--- src/rtl/instruction_fetch.sv ---
// ============================================================================
// Module   : instruction_fetch
// Brief    : PC / fetch stage with IF/ID register, redirects, stall and fault halt.
// Revision : 1.0 - initial release
// ============================================================================
`default_nettype none

module instruction_fetch #(
   parameter logic [31:0] RESET_PC   = 32'h0000_0000,
   parameter int          IMEM_WORDS = 1024
) (
   input  logic        clk,
   input  logic        reset_n,
   output logic [31:0] imem_address,
   input  logic [31:0] imem_data,
   input  logic        stall,
   input  logic        branch_taken,
   input  logic [15:0] branch_offset,
   input  logic        jump,
   input  logic [25:0] jump_target,
   input  logic        jump_reg,
   input  logic [31:0] jr_target,
   output logic [31:0] instr,
   output logic [31:0] instr_pc,
   output logic [31:0] pc_plus4,
   output logic        instr_valid,
   output logic        pc_fault
);

   // 33 bits so a full 4 GiB memory does not wrap the limit to zero
   localparam logic [32:0] c_limit = 33'(IMEM_WORDS) * 33'd4;

   typedef enum logic [0:0] {
      ST_RUN   = 1'b0,
      ST_FAULT = 1'b1
   } state_t;

   state_t      r_state;
   state_t      w_state_next;
   logic [31:0] r_pc;
   logic [31:0] w_pc_next;
   logic [31:0] r_instr;
   logic [31:0] w_instr_next;
   logic [31:0] r_instr_pc;
   logic [31:0] w_instr_pc_next;
   logic        r_instr_valid;
   logic        w_instr_valid_next;
   logic        r_fault;
   logic        w_fault_next;

   logic        w_redirect;
   logic [31:0] w_pc_plus4;
   logic [31:0] w_target;
   logic [31:0] w_cand;
   logic        w_fault;

   assign imem_address = r_pc;
   assign instr        = r_instr;
   assign instr_pc     = r_instr_pc;
   assign pc_plus4     = w_pc_plus4;
   assign instr_valid  = r_instr_valid;
   assign pc_fault     = r_fault;

   assign w_pc_plus4 = r_instr_pc + 32'd4;
   // A redirect belongs to the instruction in IF/ID, so a bubble cannot redirect
   assign w_redirect = r_instr_valid & (jump_reg | jump | branch_taken);

   always_comb begin
      w_target = w_pc_plus4 + {{14{branch_offset[15]}}, branch_offset, 2'b00};
      if (jump_reg) begin
         w_target = {jr_target[31:2], 2'b00};
      end else if (jump) begin
         w_target = {w_pc_plus4[31:28], jump_target, 2'b00};
      end
   end

   always_comb begin
      w_cand = r_pc + 32'd4;
      if (w_redirect) begin
         w_cand = w_target;
      end else if (stall) begin
         w_cand = r_pc;
      end
   end

   assign w_fault = (w_redirect & jump_reg & (|jr_target[1:0])) |
                    ({1'b0, w_cand} >= c_limit);

   always_comb begin
      w_state_next       = r_state;
      w_pc_next          = r_pc;
      w_instr_next       = r_instr;
      w_instr_pc_next    = r_instr_pc;
      w_instr_valid_next = r_instr_valid;
      w_fault_next       = r_fault;
      case (r_state)
         ST_RUN: begin
            if (w_fault) begin
               w_state_next       = ST_FAULT;
               w_fault_next       = 1'b1;
               w_pc_next          = {w_cand[31:2], 2'b00};
               w_instr_valid_next = 1'b0;
            end else if (w_redirect) begin
               w_pc_next          = w_cand;
               w_instr_valid_next = 1'b0;
            end else if (!stall) begin
               w_instr_next       = imem_data;
               w_instr_pc_next    = r_pc;
               w_instr_valid_next = 1'b1;
               w_pc_next          = w_cand;
            end
         end
         ST_FAULT: begin
            w_instr_valid_next = 1'b0;
         end
         default: begin
            w_state_next = ST_FAULT;
         end
      endcase
   end

   always_ff @(posedge clk or negedge reset_n) begin
      if (!reset_n) begin
         r_state       <= ST_RUN;
         r_pc          <= RESET_PC;
         r_instr       <= '0;
         r_instr_pc    <= '0;
         r_instr_valid <= 1'b0;
         r_fault       <= 1'b0;
      end else begin
         r_state       <= w_state_next;
         r_pc          <= w_pc_next;
         r_instr       <= w_instr_next;
         r_instr_pc    <= w_instr_pc_next;
         r_instr_valid <= w_instr_valid_next;
         r_fault       <= w_fault_next;
      end
   end

endmodule

`default_nettype wire

--- config.mk ---
export PLATFORM = sky130hd
export DESIGN_NAME = instruction_fetch
export DESIGN_NICKNAME = d
export VERILOG_FILES = /design/src/rtl/instruction_fetch.sv
export SDC_FILE = /design/constraint.sdc
export NUM_CORES = 1
export LEC_CHECK = 0
export ABC_CLOCK_PERIOD_IN_PS = 7100
export CAP_MARGIN = 10
export CELL_PAD_IN_SITES_DETAIL_PLACEMENT = 0
export CELL_PAD_IN_SITES_GLOBAL_PLACEMENT = 1
export CORE_ASPECT_RATIO = 0.8
export CORE_MARGIN = 3
export CORE_UTILIZATION = 36
export CTS_CLUSTER_SIZE = 14
export DETAILED_ROUTE_END_ITERATION = 10
export GPL_TIMING_DRIVEN = 0
export PLACE_DENSITY = 0.78
export SYNTH_ARGS = -nofsm -noshare
export SYNTH_HDL_FRONTEND = slang
export SYNTH_SLANG_ARGS = --single-unit
--- constraint.sdc ---
create_clock -name clk -period 7.1 [get_ports clk]
set_clock_uncertainty 0.2 [all_clocks]
set_input_delay 1.42 -clock clk [delete_from_list [all_inputs] [get_ports clk]]
set_output_delay 1.42 -clock clk [all_outputs]
set_load 0.05 [all_outputs]
### Word-level counts from Yosys, hierarchy flattened

Index checks and enable logic that the tools add are counted.

| storage, ports and cells | value |
|---|---|
| bits in registers | 99 |
| output and inout bits | 130 |
| logic and storage cells | 39 |

| operators by class | value |
|---|---|
| add/subtract/negate cells | 3 |
| magnitude comparators | 1 |
| equality and inequality tests | 2 |
| multiplexer cells | 13 |
| bitwise gates (word level) | 10 |
| reduce and logical (&&, ||, !) cells | 4 |

Operators by type and width:

| operator | number |
|---|---|
| 32-bit two-way mux | 7 |
| 32-bit by 3-bit adder with 32-bit output (second input constant) | 2 |
| 32-bit adder | 1 |
| 32-bit by 13-bit >= comparator with 1-bit output (second input constant) | 1 |
| 1-bit two-way mux | 5 |
| 4-bit inequality test (second input constant) | 1 |
| 1-bit NOT | 4 |
| 2-bit AND reduction | 2 |
| 4-bit AND reduction | 1 |
| 1-bit AND | 3 |
| 3-bit by 1-bit inequality test with 1-bit output (second input constant) | 1 |
| 1-bit bitwise OR | 3 |
| 1-bit case mux with 2 select lines | 1 |
| 2-bit OR reduction | 1 |

### Logic depth before layout (Yosys ltp)

| logic depth | value |
|---|---|
| depth after elaboration | 9 |
| mapped depth | 21 |
| depth with buffers taken out | 18 |

### Least setup slack after synthesis

Ideal clock, no wire load.

| timing | value |
|---|---|
| kind | register to register |
| start point | register r_instr_pc[4] (netlist: instr_pc[4]) |
| end point | register r_instr_pc[5] (netlist: instr_pc[5]) |
| arrival | 5.946 ns |
| required time | 6.775 ns |
| path slack | 0.829 ns |
| stages on the path, launching flop included | 22 |
| buffers on the path | 4 |
| cell sequence | dfrtp_1 -> and4_1 -> buf_2 -> nand2_1 -> nor4_1 -> nand3_1 -> xnor2_1 -> ha_1 -> clkbuf_1 -> nand4_1 -> nand2b_1 -> o22ai_1 -> a2111oi_2 -> a211o_1 -> nand4_1 -> or4_1 -> a211oi_1 -> nand4_2 -> nand2b_4 -> buf_8 -> buf_12 -> mux2_4 |

| on the way | value |
|---|---|
| word-level cells in the longest chain between the ends | 9 |

RTL lines:

| item | line | source |
|---|---|---|
| start, declared | 44 | `logic [31:0] r_instr_pc;` |
| start signal, assigned | 134 | `r_instr_pc <= w_instr_pc_next;` |
| 32-bit by 3-bit adder with 32-bit output | 64 | `assign w_pc_plus4 = r_instr_pc + 32'd4;` |
| via pc_plus4[25] | 25 | `output logic [31:0] pc_plus4,` |
| 32-bit adder | 69 | `w_target = w_pc_plus4 + {{14{branch_offset[15]}}, branch_offset, 2'b00};` |
| 32-bit two-way mux | 72 | `end else if (jump) begin` |
| 32-bit two-way mux | 70 | `if (jump_reg) begin` |
| 32-bit two-way mux | 79 | `if (w_redirect) begin` |
| 32-bit by 13-bit >= comparator with 1-bit output | 87 | `({1'b0, w_cand} >= c_limit);` |
| 1-bit bitwise OR | 86 | `assign w_fault = (w_redirect & jump_reg & (\|jr_target[1:0])) \|` |
| 1-bit NOT (no source line) | -- |  |
| 4-bit AND reduction (no source line) | -- |  |

The timed path passes the listed nets, and every way through them passes these cells.
A chain may end at the register's enable or synchronous reset.

### Worst setup path in the final report

| timing | value |
|---|---|
| start point | input branch_offset[15] |
| end point | register r_instr[31] (netlist: instr[31]) |

| on the way | value |
|---|---|
| word-level cells in the longest chain between the ends | 8 |

RTL lines:

| item | line | source |
|---|---|---|
| start, declared | 18 | `input logic [15:0] branch_offset,` |
| 32-bit adder | 69 |  |
| 32-bit two-way mux | 72 |  |
| 32-bit two-way mux | 70 |  |
| 32-bit two-way mux | 79 |  |
| 32-bit by 13-bit >= comparator with 1-bit output | 87 |  |
| 1-bit bitwise OR | 86 |  |
| 1-bit NOT (no source line) | -- |  |
| 4-bit AND reduction (no source line) | -- |  |
| end signal, assigned | 133 | `r_instr <= w_instr_next;` |
| end, declared | 42 | `logic [31:0] r_instr;` |

Every way passes these cells.

==> results.cfg <==
[timing]
worst_pin_slew_ns = 0.866
period_needed_ns = 6.26
maxSlewHeadroom = 0.418
finalSetupViolCount = 0
finalHoldViolations = 0
worst_hold_slack_ns = 0.307
max_freq_ghz = 0.160
worst_slack_ns = 0.837
tns_ns = 0
period_share = 0.882
slew_viol_final = 0
rsz0062_at_grt = false

[setup_path]
rr_startpoint = instr_pc[16]$_DFFE_PN0P_
path_cells = clkdlybuf4s50_1 > ha_1 > clkbuf_1 > a21oi_1 > o21a_1 > o22ai_1 > a2111oi_2 > a211o_1 > nand4_1 > or4_1 > a211oi_1 > nand4_2 > nand2b_4 > buf_8 > buf_12 > mux2_4
crit_path_max_fanout = 17
crit_buf_inv = 4
cp_slowest_stage_delay_ns = 0.91
critical_path.top_delay_family = compound AO/OA/AOI/OAI gates
start_kind = input port
r2r_end = instr[31]$_DFFE_PN0P_
cp.required_ns = 7.15
reg2reg_slack_ns = 0.86
cp.arrival_ns = 6.32
crit_slowest_cell = clkdlybuf4s50_1
endpoint_kind = register
rr_worst_depth = 20
crit_type = input port to register

[detailed_routing]
routed_wl_um = 29500
num_vias = 7920
drt_iter0_markers = 769
routed_via_density = 5.50
firstDrtPassIters = 5
drc_errors = 0
wire_per_inst_um = 20.5
ant_nets = 0

[outcome]
status = finished, final reports clean

[cells_and_area]
drive_above_1_share = 0.108
layout.nets = 1280
design_area_um2 = 11200
area_delta_synth_final_pct = 38.0
num-fill-cells = 2087
diodes = 0

[global_route]
grt_pass1_wl_um = 45900
antenna_found_initial = 0
grt_pass1_vias = 7697
overflow = 0
grt_use_total = 0.240
grt_max_degree = 55

[place]
pre_cts_ws_ns = 0.494
routabilityCongestion = 0.912
io_buffers = 240
hpwl_um = 23500
dpl_cell_area_um2 = 10900

[synthesis]
synth_seq_cells = 99
syn_avg_cell_area_um2 = 9.19
synth_edf_count = 0
yosysWarningCount = 0
synth_ff_type = dfrtp_1
synth_cell_types = 78
synthArstFlopShare = 1.00
seq_area_frac_synth = 0.305
ys_top_cells_by_area = dfrtp_1 (31%), mux2_4 (11%), ha_1 (4.9%), xnor2_1 (4.3%), nand2_1 (3.9%)
synth_top_area_cell = dfrtp_1
synth_nets = 1028
postSynthCellCount = 883
synth_top_area_share = 0.305
syn-cell-area_um2 = 8110

[floorplanning]
pin_count = 242
die_y_um = 140
core_um2 = 21900
core.rowCount = 48
dieArea_um2 = 24400
start_util = 0.371
die-width_um = 174

[clock_network]
clock_latency_ns = 0.36
cts-root-buf = clkbuf_16
numCtsBuffers = 9
cts_buffer_depth = 2
post_cts_buffers = 0
cts.sinks = 99
cts.clk_slew.worst_paths_ns = 0.08
htreeDepth = 3
cts-resized-gates = 0
cts_tree = done
hold_buffers = 0

[power]
ir_worst_vdd_mv = 0.0998
power_density_nw_per_um2 = 111
leakagePower_uw = 0.00475

[min_path]
min_from = instr[1]$_DFFE_PN0P_
worstHoldPathType = register to register
hold_depth = 1
worstHoldEndpoint = instr[1]$_DFFE_PN0P_

[flow_run]
drv_cap = 0
[power breakdown]
part           switching (µW)  internal (µW)
combinational            95.1           88.1
clock                     250            245
sequential               2.35            564
total                     348            897
[flip-flops by register name, summed over array words and instances, names as in the netlist]
register	flops
imem_address	32
instr	32
instr_pc	32
instr_valid	1
pc_fault	1
r_state	1
[cells in the final DEF (no fill, tap or decap), types with 26 or more instances in the layout]
cell type / count
a21oi_1: 56
clkbuf_1: 31
clkdlybuf4s50_1: 239
dfrtp_1: 99
ha_1: 32
mux2_4: 58
nand2_1: 84
nand3_1: 36
nand4_1: 26
nor2_1: 66
o21ai_0: 51
xnor2_1: 40
[cell type report]
| cell class | instances | area [µm²] | area share |
|---|---|---|---|
| inverters | 23 | 86.3 | 0.00771 |
| well taps | 300 | 375 | 0.0335 |
| clock inverters | 7 | 56.3 | 0.00503 |
| flip-flops and latches | 99 | 2480 | 0.221 |
| repair buffers | 241 | 2430 | 0.217 |
| multi-input cells | 708 | 5210 | 0.465 |
| clock buffers | 9 | 225 | 0.0201 |
| plain buffers | 53 | 343 | 0.0306 |
[Yosys cell counts, drive strengths merged, types with 6 or more instances]
library cell  instances
o21ai                52
nand3                36
a32oi                 6
a21oi                56
ha                   32
o21a                  7
nor2                 66
xor2                 22
inv                  23
buf                  22
clkbuf               31
dfrtp                99
nand4                28
a211oi                9
o22a                  7
nor3                 12
nor4                  7
and2                 11
o22ai                11
xnor2                40
and4                  8
o211ai               17
mux2i                20
nand2                84
a31oi                 6
nand2b                7
mux2                 72
a21o                  8
and3                 10
[per-stage QoR]
step	power, µW	util	instances
global route	1300	0.512	1440
CTS	1260	0.512	1440
finish	1240	0.512	1440
global placement	756	0.498	1423
floorplan	648	-	883
detailed placement	759	0.499	1424
[routing by layer]
| layer | part of all wire | GRT usage | vias up |
|---|---|---|---|
| met5 | 0 | 0 | - |
| met4 | 0.0081 | 0.0355 | 0 |
| met2 | 0.41 | 0.346 | 296 |
| met1 | 0.49 | 0.365 | 3829 |
| met3 | 0.091 | 0.0621 | 19 |
| li1 | - | - | 3776 |
[worst max path at each step]
stage | cells after the start | start | end
floorplan | 21 | instr_pc[4]$_DFFE_PN0P_ | instr_pc[5]$_DFFE_PN0P_
global placement | 1 | reset_n | instr_pc[16]$_DFFE_PN0P_
detailed placement | 16 | branch_offset[15] | instr_pc[7]$_DFFE_PN0P_
CTS | 20 | instr_pc[16]$_DFFE_PN0P_ | instr_pc[5]$_DFFE_PN0P_
global route | 20 | instr_pc[16]$_DFFE_PN0P_ | instr[31]$_DFFE_PN0P_
finish | 16 | branch_offset[15] | instr[31]$_DFFE_PN0P_
[kinds of logic after synthesis]
group,synth area share
AND/OR/NAND/NOR,0.182
AO/OA/AOI/OAI,0.189
XOR/XNOR,0.0669
multiplexers,0.151
buffers and inverters,0.0529
adder cells (fa/ha/maj),0.0518
flip-flops,0.305
Note: power is estimated with default switching activity, not from simulation.
